===== config.mk =====
export PLATFORM = sky130hd
export DESIGN_NAME = cache_mem_ctrl
export DESIGN_NICKNAME = d
export VERILOG_FILES = /design/src/rtl/cache_mem_ctrl.sv
export SDC_FILE = /design/constraint.sdc
export NUM_CORES = 2
export LEC_CHECK = 0
export BUFFER_PORTS_ARGS = -buffer_cell sky130_fd_sc_hd__buf_2
export CAP_MARGIN = 20
export CORE_AREA = 4 4 469 471
export CTS_BUF_LIST = sky130_fd_sc_hd__clkbuf_8 sky130_fd_sc_hd__clkbuf_16
export DETAILED_ROUTE_END_ITERATION = 10
export DIE_AREA = 0 0 473 475
export PLACE_DENSITY_LB_ADDON = 0.08
export SYNTH_ARGS = -nofsm -noshare
export SYNTH_HDL_FRONTEND = slang
export SYNTH_SLANG_ARGS = --single-unit

===== constraint.sdc =====
create_clock -name clk -period 64.6 [get_ports clk]
set_input_delay 3.23 -clock clk [delete_from_list [all_inputs] [get_ports clk]]
set_output_delay 3.23 -clock clk [all_outputs]
set_load 0.005 [all_outputs]

===== src/rtl/cache_mem_ctrl.sv =====
// Block transfer sequencer between the cache and a word-wide memory port: writeback, refill, or both.
// Optional watchdog abort is compiled in with `define CACHE_MEM_TIMEOUT_EN.
module cache_mem_ctrl #(
  parameter int unsigned PA_WIDTH      = 32,
  parameter int unsigned WRD_WIDTH     = 32,
  parameter int unsigned WORDS_PER_BLK = 16,
  parameter int unsigned BLK_WIDTH     = 512,
  parameter int unsigned TIMEOUT_CYC   = 1024
) (
  input  logic                 clk,
  input  logic                 rst,
  input  logic                 req_valid,
  output logic                 req_ready,
  input  logic                 req_wr,
  input  logic                 req_rd,
  input  logic [PA_WIDTH-1:0]  req_wr_addr,
  input  logic [PA_WIDTH-1:0]  req_rd_addr,
  input  logic [BLK_WIDTH-1:0] req_wr_blk,
  output logic                 rsp_valid,
  output logic                 rsp_err,
  output logic [BLK_WIDTH-1:0] rsp_rd_blk,
  output logic                 m_cmd_valid,
  input  logic                 m_cmd_ready,
  output logic                 m_cmd_wr,
  output logic [PA_WIDTH-1:0]  m_cmd_addr,
  output logic [WRD_WIDTH-1:0] m_wdata,
  input  logic                 m_rdata_valid,
  input  logic [WRD_WIDTH-1:0] m_rdata
);

  localparam int unsigned IDX_W   = $clog2(WORDS_PER_BLK);
  localparam int unsigned CNT_W   = IDX_W + 1;
  localparam int unsigned OFF_W   = $clog2(WRD_WIDTH / 8);
  localparam int unsigned BLK_OFF = IDX_W + OFF_W;
  localparam int unsigned BASE_W  = PA_WIDTH - BLK_OFF;

  if (BLK_WIDTH != WRD_WIDTH * WORDS_PER_BLK || TIMEOUT_CYC < 2) begin : g_bad_cfg
    $error("cache_mem_ctrl: inconsistent parameters");
  end

  typedef enum logic [1:0] {IDLE, WB, RD, DONE} state_e;

  state_e               state_q;
  logic [CNT_W-1:0]     cmd_cnt_q;
  logic [CNT_W-1:0]     rx_cnt_q;
  logic [BASE_W-1:0]    wr_base_q;
  logic [BASE_W-1:0]    rd_base_q;
  logic [BLK_WIDTH-1:0] wr_blk_q;
  logic                 rd_q;
  logic [BLK_WIDTH-1:0] asm_q;
  logic [BLK_WIDTH-1:0] asm_d;
  logic [BLK_WIDTH-1:0] rsp_rd_blk_q;
  logic                 req_ready_q;
  logic                 rsp_valid_q;
  logic                 rsp_err_q;
  logic                 m_cmd_valid_q;
  logic                 m_cmd_wr_q;
  logic [PA_WIDTH-1:0]  m_cmd_addr_q;
  logic [WRD_WIDTH-1:0] m_wdata_q;
  logic                 cmd_fire;
  logic                 rx_fire;
  logic                 rx_last;
  logic                 cmd_last;
  logic [IDX_W-1:0]     cmd_nxt;
  logic                 unused_addr_bits;

`ifdef CACHE_MEM_TIMEOUT_EN
  localparam int unsigned WD_W = $clog2(TIMEOUT_CYC + 1);
  logic [WD_W-1:0] wdog_q;
`endif

  function automatic logic [PA_WIDTH-1:0] beat_addr(input logic [BASE_W-1:0] base,
                                                    input logic [IDX_W-1:0]  k);
    return {base, k, {OFF_W{1'b0}}};
  endfunction

  // Word k sits at the MSB end for k = 0 (big-endian word order).
  function automatic logic [WRD_WIDTH-1:0] blk_word(input logic [BLK_WIDTH-1:0] blk,
                                                    input logic [IDX_W-1:0]     k);
    return blk[BLK_WIDTH-1-WRD_WIDTH*int'(k) -: WRD_WIDTH];
  endfunction

  assign unused_addr_bits = ^{req_wr_addr[BLK_OFF-1:0], req_rd_addr[BLK_OFF-1:0]};

  assign cmd_fire = m_cmd_valid_q & m_cmd_ready;
  assign rx_fire  = (state_q == RD) & m_rdata_valid & ~rx_cnt_q[IDX_W];
  assign rx_last  = (rx_cnt_q == CNT_W'(WORDS_PER_BLK - 1));
  assign cmd_last = (cmd_cnt_q == CNT_W'(WORDS_PER_BLK - 1));
  assign cmd_nxt  = IDX_W'(cmd_cnt_q + CNT_W'(1));

  // Refill assembly: drop the arriving word into its slot.
  always_comb begin
    asm_d = asm_q;
    asm_d[BLK_WIDTH-1-WRD_WIDTH*int'(rx_cnt_q[IDX_W-1:0]) -: WRD_WIDTH] = m_rdata;
  end

  always_ff @(posedge clk or posedge rst) begin
    if (rst) begin
      state_q       <= IDLE;
      cmd_cnt_q     <= '0;
      rx_cnt_q      <= '0;
      wr_base_q     <= '0;
      rd_base_q     <= '0;
      wr_blk_q      <= '0;
      rd_q          <= 1'b0;
      asm_q         <= '0;
      rsp_rd_blk_q  <= '0;
      req_ready_q   <= 1'b1;
      rsp_valid_q   <= 1'b0;
      rsp_err_q     <= 1'b0;
      m_cmd_valid_q <= 1'b0;
      m_cmd_wr_q    <= 1'b0;
      m_cmd_addr_q  <= '0;
      m_wdata_q     <= '0;
`ifdef CACHE_MEM_TIMEOUT_EN
      wdog_q        <= '0;
`endif
    end else begin
      rsp_valid_q <= 1'b0;
      rsp_err_q   <= 1'b0;
      case (state_q)
        IDLE: begin
          if (req_valid && req_ready_q) begin
            wr_base_q   <= req_wr_addr[PA_WIDTH-1:BLK_OFF];
            rd_base_q   <= req_rd_addr[PA_WIDTH-1:BLK_OFF];
            wr_blk_q    <= req_wr_blk;
            rd_q        <= req_rd;
            cmd_cnt_q   <= '0;
            rx_cnt_q    <= '0;
            req_ready_q <= 1'b0;
            if (req_wr) begin
              state_q       <= WB;
              m_cmd_valid_q <= 1'b1;
              m_cmd_wr_q    <= 1'b1;
              m_cmd_addr_q  <= beat_addr(req_wr_addr[PA_WIDTH-1:BLK_OFF], '0);
              m_wdata_q     <= blk_word(req_wr_blk, '0);
            end else if (req_rd) begin
              state_q       <= RD;
              m_cmd_valid_q <= 1'b1;
              m_cmd_wr_q    <= 1'b0;
              m_cmd_addr_q  <= beat_addr(req_rd_addr[PA_WIDTH-1:BLK_OFF], '0);
            end else begin
              state_q     <= DONE;
              rsp_valid_q <= 1'b1;
            end
          end
        end
        WB: begin
          if (cmd_fire) begin
            if (cmd_last) begin
              cmd_cnt_q  <= '0;
              m_cmd_wr_q <= 1'b0;
              if (rd_q) begin
                state_q      <= RD;
                m_cmd_addr_q <= beat_addr(rd_base_q, '0);
              end else begin
                state_q       <= DONE;
                m_cmd_valid_q <= 1'b0;
                rsp_valid_q   <= 1'b1;
              end
            end else begin
              cmd_cnt_q    <= cmd_cnt_q + CNT_W'(1);
              m_cmd_addr_q <= beat_addr(wr_base_q, cmd_nxt);
              m_wdata_q    <= blk_word(wr_blk_q, cmd_nxt);
            end
          end
        end
        RD: begin
          // Commands run ahead of returning data; the two counters are independent.
          if (cmd_fire) begin
            cmd_cnt_q <= cmd_cnt_q + CNT_W'(1);
            if (cmd_last) m_cmd_valid_q <= 1'b0;
            else          m_cmd_addr_q  <= beat_addr(rd_base_q, cmd_nxt);
          end
          if (rx_fire) begin
            asm_q    <= asm_d;
            rx_cnt_q <= rx_cnt_q + CNT_W'(1);
            if (rx_last) begin
              state_q       <= DONE;
              rsp_valid_q   <= 1'b1;
              rsp_rd_blk_q  <= asm_d;
              m_cmd_valid_q <= 1'b0;
            end
          end
        end
        DONE: begin
          state_q     <= IDLE;
          req_ready_q <= 1'b1;
        end
        default: state_q <= IDLE;
      endcase
`ifdef CACHE_MEM_TIMEOUT_EN
      // Watchdog: any beat of progress rearms it; expiry abandons the transfer.
      if (state_q == WB || state_q == RD) begin
        if (cmd_fire || rx_fire) begin
          wdog_q <= '0;
        end else if (wdog_q == WD_W'(TIMEOUT_CYC - 1)) begin
          wdog_q        <= '0;
          state_q       <= IDLE;
          req_ready_q   <= 1'b1;
          rsp_err_q     <= 1'b1;
          rsp_valid_q   <= 1'b0;
          m_cmd_valid_q <= 1'b0;
          m_cmd_wr_q    <= 1'b0;
        end else begin
          wdog_q <= wdog_q + WD_W'(1);
        end
      end else begin
        wdog_q <= '0;
      end
`endif
    end
  end

  assign req_ready   = req_ready_q;
  assign rsp_valid   = rsp_valid_q;
  assign rsp_err     = rsp_err_q;
  assign rsp_rd_blk  = rsp_rd_blk_q;
  assign m_cmd_valid = m_cmd_valid_q;
  assign m_cmd_wr    = m_cmd_wr_q;
  assign m_cmd_addr  = m_cmd_addr_q;
  assign m_wdata     = m_wdata_q;

endmodule

After elaboration in Yosys (flattened, before gate mapping):

Cells that the tools add are included.

* bits in registers: 1669
* bits of input ports: 615
* output and inout bits: 581
* logic and storage cells: 120

* add/subtract/negate cells: 5
* equality and inequality tests: 17
* shift-type cells: 3
* mux-type cells: 59
* bitwise operators: 4
* reductions and logical operators: 17

Operator list (count)
* 32-bit by 34-bit variable shift with 543-bit output, first input constant: 1
* 32-bit by 34-bit indexed part select with 543-bit output: 1
* 543-bit by 33-bit indexed part select with 32-bit output: 1
* 512-bit bitwise mux: 1
* 32-bit 2-to-1 mux: 12
* 32-bit one-hot mux with 3 select lines: 1
* 32-bit one-hot mux with 2 select lines: 1
* 32-bit negator with 34-bit output: 1
* 1-bit 2-to-1 mux: 26
* 5-bit 2-to-1 mux: 5
* 2-bit != test, second input constant: 10
* 9-bit by 9-bit subtractor with 10-bit output, first input constant: 2
* 5-bit one-hot mux with 3 select lines: 1
* 5-bit AND reduction: 3
* 2-bit 2-to-1 mux: 6
* 5-bit by 1-bit adder with 5-bit output, second input constant: 2
* 5-bit by 4-bit equality test with 1-bit output, second input constant: 2
* 5-bit one-hot mux with 2 select lines: 1
* 2-bit one-hot mux with 4 select lines: 1
* 7-bit AND reduction: 1
* 3-bit != test, second input constant: 2
* 1-bit one-hot mux with 3 select lines: 2
* 2-bit AND reduction: 3
* 3-bit AND reduction: 2
* other kinds (11): 17

Longest topological paths before layout:

* depth in word-level cells: 6
* mapped depth: 11
* gate-level depth less buffers: 8

Least setup slack after synthesis:

No wires, ideal clock.

* kind: input to register
* start: input req_wr
* end: register m_wdata_q[0] (netlist: m_wdata[0])
* library setup time: 0.135 ns
* arrival: 4.389 ns
* required time: 64.465 ns
* path slack: 60.077 ns
* stages on the path: 7
* path buffers: 2
* path through: buf_4 > inv_1 > a221oi_4 > o211ai_2 > buf_4 > mux2i_1 > o31ai_1

* cells in the longest elaborated chain, start to end: 2

RTL lines
* from (decl): line 14 `input logic req_wr,`
* 2-bit != test (no source line)
* 5-bit AND reduction (no source line)
* to (signal assigned): line 136 `m_wdata_q <= blk_word(req_wr_blk, '0);`
* to (signal assigned): line 164 `m_wdata_q <= blk_word(wr_blk_q, cmd_nxt);`
* to (decl): line 59 `logic [WRD_WIDTH-1:0] m_wdata_q;`

Every way passes these cells.
A chain may end at the register's enable or synchronous reset.

==> reports/metrics.yaml <==
maximum_number_of_pins_on_one_net_before_global_route_repair: 256
syn-instance-count: 6567
grt-ovfl-total: 0
dr_pass1_iterations: 5
clkTransAtPathRegs_ps: 60
p_leak_nw: 41.40
num_io_pins: 1196
numPortBuffers: 1180
worstReg2RegStart: "rx_cnt_q[0]$_DFFE_PP0P_"
num_vias: 52720
drt_iter0_markers: 3375
place_hpwl_um: 193000
finalWirelength_um: 269300
floorplan.die.height_um: 475
multiInputGateArea_um2: 26920
drive_above_1_share: 0.2997
finalWeightedCongestion: 0.8386
grt.total_usage: 0.2347
worst-path-max-fanout: 145
cts_root_buf: "sky130_fd_sc_hd__clkbuf_16"
viasPerCell: 4.951
critPathLaunch: "rst"
areaGrowthSynthToFinish_pct: 21.09
clock_sink_count: 1667
final-instance-count-excl-fill: 10650
number_of_global_route_vias_before_repair: 51840
tns_ps: 0
cts-buffers-inserted: 192
hold_viol_final: 0
worst_ep_arrival_time_ps: 7970
synth_area_per_cell_um2: 10.76
cell_repeated_most_along_the_worst_path: "sky130_fd_sc_hd__buf_4"
post-cts-setup-buffer-count: 0
worst-slew-pin-transition_ps: 1061
final-seq-area_um2: 41720
hold_path_class: "reg -> reg"
synth_sequential_area_ratio: 0.5903
worstSetupPathType: "in -> async"
cts_hold_buffers: 0
fin_crit_ps: 7147
crit_path_end_kind: "async pin"
postSynth.asyncResetShare: 1.000
synth_largest_area_cell: "sky130_fd_sc_hd__dfrtp_1"
drt_drc_violations_left: 0
maxSlewViolCount: 0
grt_pass1_wl_um: 382600
worst_path_max_delay_cell: "sky130_fd_sc_hd__buf_4"
placement.cell_area_um2: 78950
power.density_cell_area_nw_per_um2: 25.58
die_width_um: 473
design.core.area_um2: 216100
cts_max_path_buffers: 3
initial_utilization: 0.3270
wire_per_inst_um: 25.29
clock_skew_ps: 42.47
run_status: "complete, no violations"
worst_hold_slack_ps: 471.4
ys_top_cells_by_area: "sky130_fd_sc_hd__dfrtp_1, sky130_fd_sc_hd__mux2_2, sky130_fd_sc_hd__o21ai_0"
netlist.area_leader.share: 0.5899
worst_setup_path_start_kind: "primary input"
slowest_delay_ps: 830
min_from: "rsp_rd_blk[397]$_DFFE_PP0P_"
finalSetupViolations: 0
number_of_rows_in_the_core_area: 171
drtAntennaViolNets: 0
tritoncts: "yes"
crit_required_ps: 65420
maxClockFrequency_ghz: 0.1399
grt_antenna_before_repair: 210
htreeDepth: 4
slew-limit-headroom: 0.2882
synth_enable_flop_cells: 0
synth_ff_type: "sky130_fd_sc_hd__dfrtp_1"
design.final.nets: 8185
cap_violations: 0
post_cts_resize_count: 0
clkLatencyLatePin_ps: 840
grt_setup_unrepaired: "false"
power.ir.vdd_worst_v: 0.00002660
post-route-cell-area_um2: 85570
fin_crit_sh: 0.1106
crit_chain: "buf_2 > inv_8 > buf_4 > buf_4 > buf_12 > buf_4 > buf_4"
synth.ff_latch_count: 1667
synth_warnings: 0
placed_cells_incl_taps: 10210
die-area_um2: 224700
yosys.cell_types.count: 58
synthesis.area_um2: 70670
fillers: 21710
## layer usage
metal	up-vias	global-route usage	part of all wire
met5	-	0	0.0028
met4	116	0.07987	0.035
met3	525	0.07416	0.077
met2	1437	0.3907	0.48
met1	25890	0.2882	0.40
li1	24750	-	-
## cell type report
class                   count  share of cell area
clock buffers             241             0.06416
clock inverters           110            0.009738
inverters                  13           0.0006580
multi-input cells        4405              0.3146
well taps                2854             0.04173
flip-flops and latches   1667              0.4875
repair buffers           1275             0.07907
diodes                     84            0.002456
## synth_stat cells, types with 2 or more instances
cell                          n
sky130_fd_sc_hd__a31oi_1      2
sky130_fd_sc_hd__xnor2_1      2
sky130_fd_sc_hd__mux4_1      10
sky130_fd_sc_hd__o211ai_2     2
sky130_fd_sc_hd__mux2_2     567
sky130_fd_sc_hd__mux2i_1     32
sky130_fd_sc_hd__a21oi_1    517
sky130_fd_sc_hd__nand4_2      2
sky130_fd_sc_hd__a211oi_1    84
sky130_fd_sc_hd__and3_1       3
sky130_fd_sc_hd__o31ai_1     36
sky130_fd_sc_hd__nor2b_1     98
sky130_fd_sc_hd__a22oi_1     26
sky130_fd_sc_hd__dfrtp_1   1666
sky130_fd_sc_hd__o21ai_1      7
sky130_fd_sc_hd__buf_4       18
sky130_fd_sc_hd__nand3_1     11
sky130_fd_sc_hd__o22ai_1     32
sky130_fd_sc_hd__nand3_2      8
sky130_fd_sc_hd__ha_1        16
sky130_fd_sc_hd__and3b_1      2
sky130_fd_sc_hd__nand2b_1     3
sky130_fd_sc_hd__inv_1       13
sky130_fd_sc_hd__clkbuf_1   298
sky130_fd_sc_hd__buf_6        5
sky130_fd_sc_hd__buf_1        7
sky130_fd_sc_hd__nand3b_1     2
sky130_fd_sc_hd__a21o_1      26
sky130_fd_sc_hd__o21ai_0   1035
sky130_fd_sc_hd__nand2_1   1222
sky130_fd_sc_hd__nor2_1     519
sky130_fd_sc_hd__mux4_2     118
sky130_fd_sc_hd__buf_2      153
## registers in the layout, indices dropped and copies added, names as in the netlist, 2 cells and up
| register | cells |
|---|---|
| rx_cnt_q | 5 |
| state_q | 2 |
| wr_blk_q | 512 |
| m_cmd_addr | 30 |
| rsp_rd_blk | 512 |
| asm_q | 512 |
| wr_base_q | 26 |
| rd_base_q | 26 |
| m_wdata | 32 |
| cmd_cnt_q | 5 |
## kinds of logic after synthesis
kind of cell | count (synthesis) | share of synthesized area
and+or+nand+nor | 1879 | 0.1055
other | 1 | 0.00005306
adders and majority gates | 16 | 0.002833
muxes | 727 | 0.1362
AOI/OAI and AO/OA | 1777 | 0.1337
DFF | 1667 | 0.5903
xor gates and xnor gates | 3 | 0.0004781
buffers and inverters | 497 | 0.03100
## critical path: cells and delay by family
family	cells	cell delay, ps
buf+inv	7	4300
## where the power goes
group	internal, W	switching (W)
Combinational	0.0000161	0.0000400
Sequential	0.00104	0
Clock	0.000633	0.000456
## path summary, 6_finish.rpt
check | end | slack (ps) | cells past startpoint
setup / recovery | wr_blk_q[172]$_DFFE_PP0P_ | 57450 | 7
hold / removal | rsp_rd_blk[397]$_DFFE_PP0P_ | 470 | 2
setup reg to reg | rsp_rd_blk[429]$_DFFE_PP0P_ | 59740 | 9
hold reg to reg | rsp_rd_blk[397]$_DFFE_PP0P_ | 470 | 2
max in group clk | wr_blk_q[66]$_DFFE_PP0P_ | 58370 | 6
min in group asynchronous | rsp_rd_blk[461]$_DFFE_PP0P_ | 2570 | 2
## per-stage QoR
| step | utilization | setup WS, ps | total power, W |
|---|---|---|---|
| after global placement | 0.3653 | 56360 | 0.001121 |
| final | 0.3960 | 57450 | 0.002189 |
| after floorplan | - | 14320 | 0.001086 |
| after CTS | 0.3946 | 57270 | 0.002222 |
| after detailed placement | 0.3654 | 56330 | 0.001121 |
| after global routing | 0.3954 | 56700 | 0.002270 |
## placed cells by master (no fill, tap or decap), drive strengths merged, types with 16 or more instances in the layout
cell and instances:
buf 1275, o31ai 36, o21ai 1042, ha 16
dfrtp 1666, a21o 26, clkinv 39, mux4 128
nor2b 98, a21oi 517, mux2 567, mux2i 32
clkbuf 241, nand2 1222, diode 84, a211oi 84
o22ai 32, inv 71, a22oi 26, nand3 19
nor2 520
(Power assumes the default switching activity.)
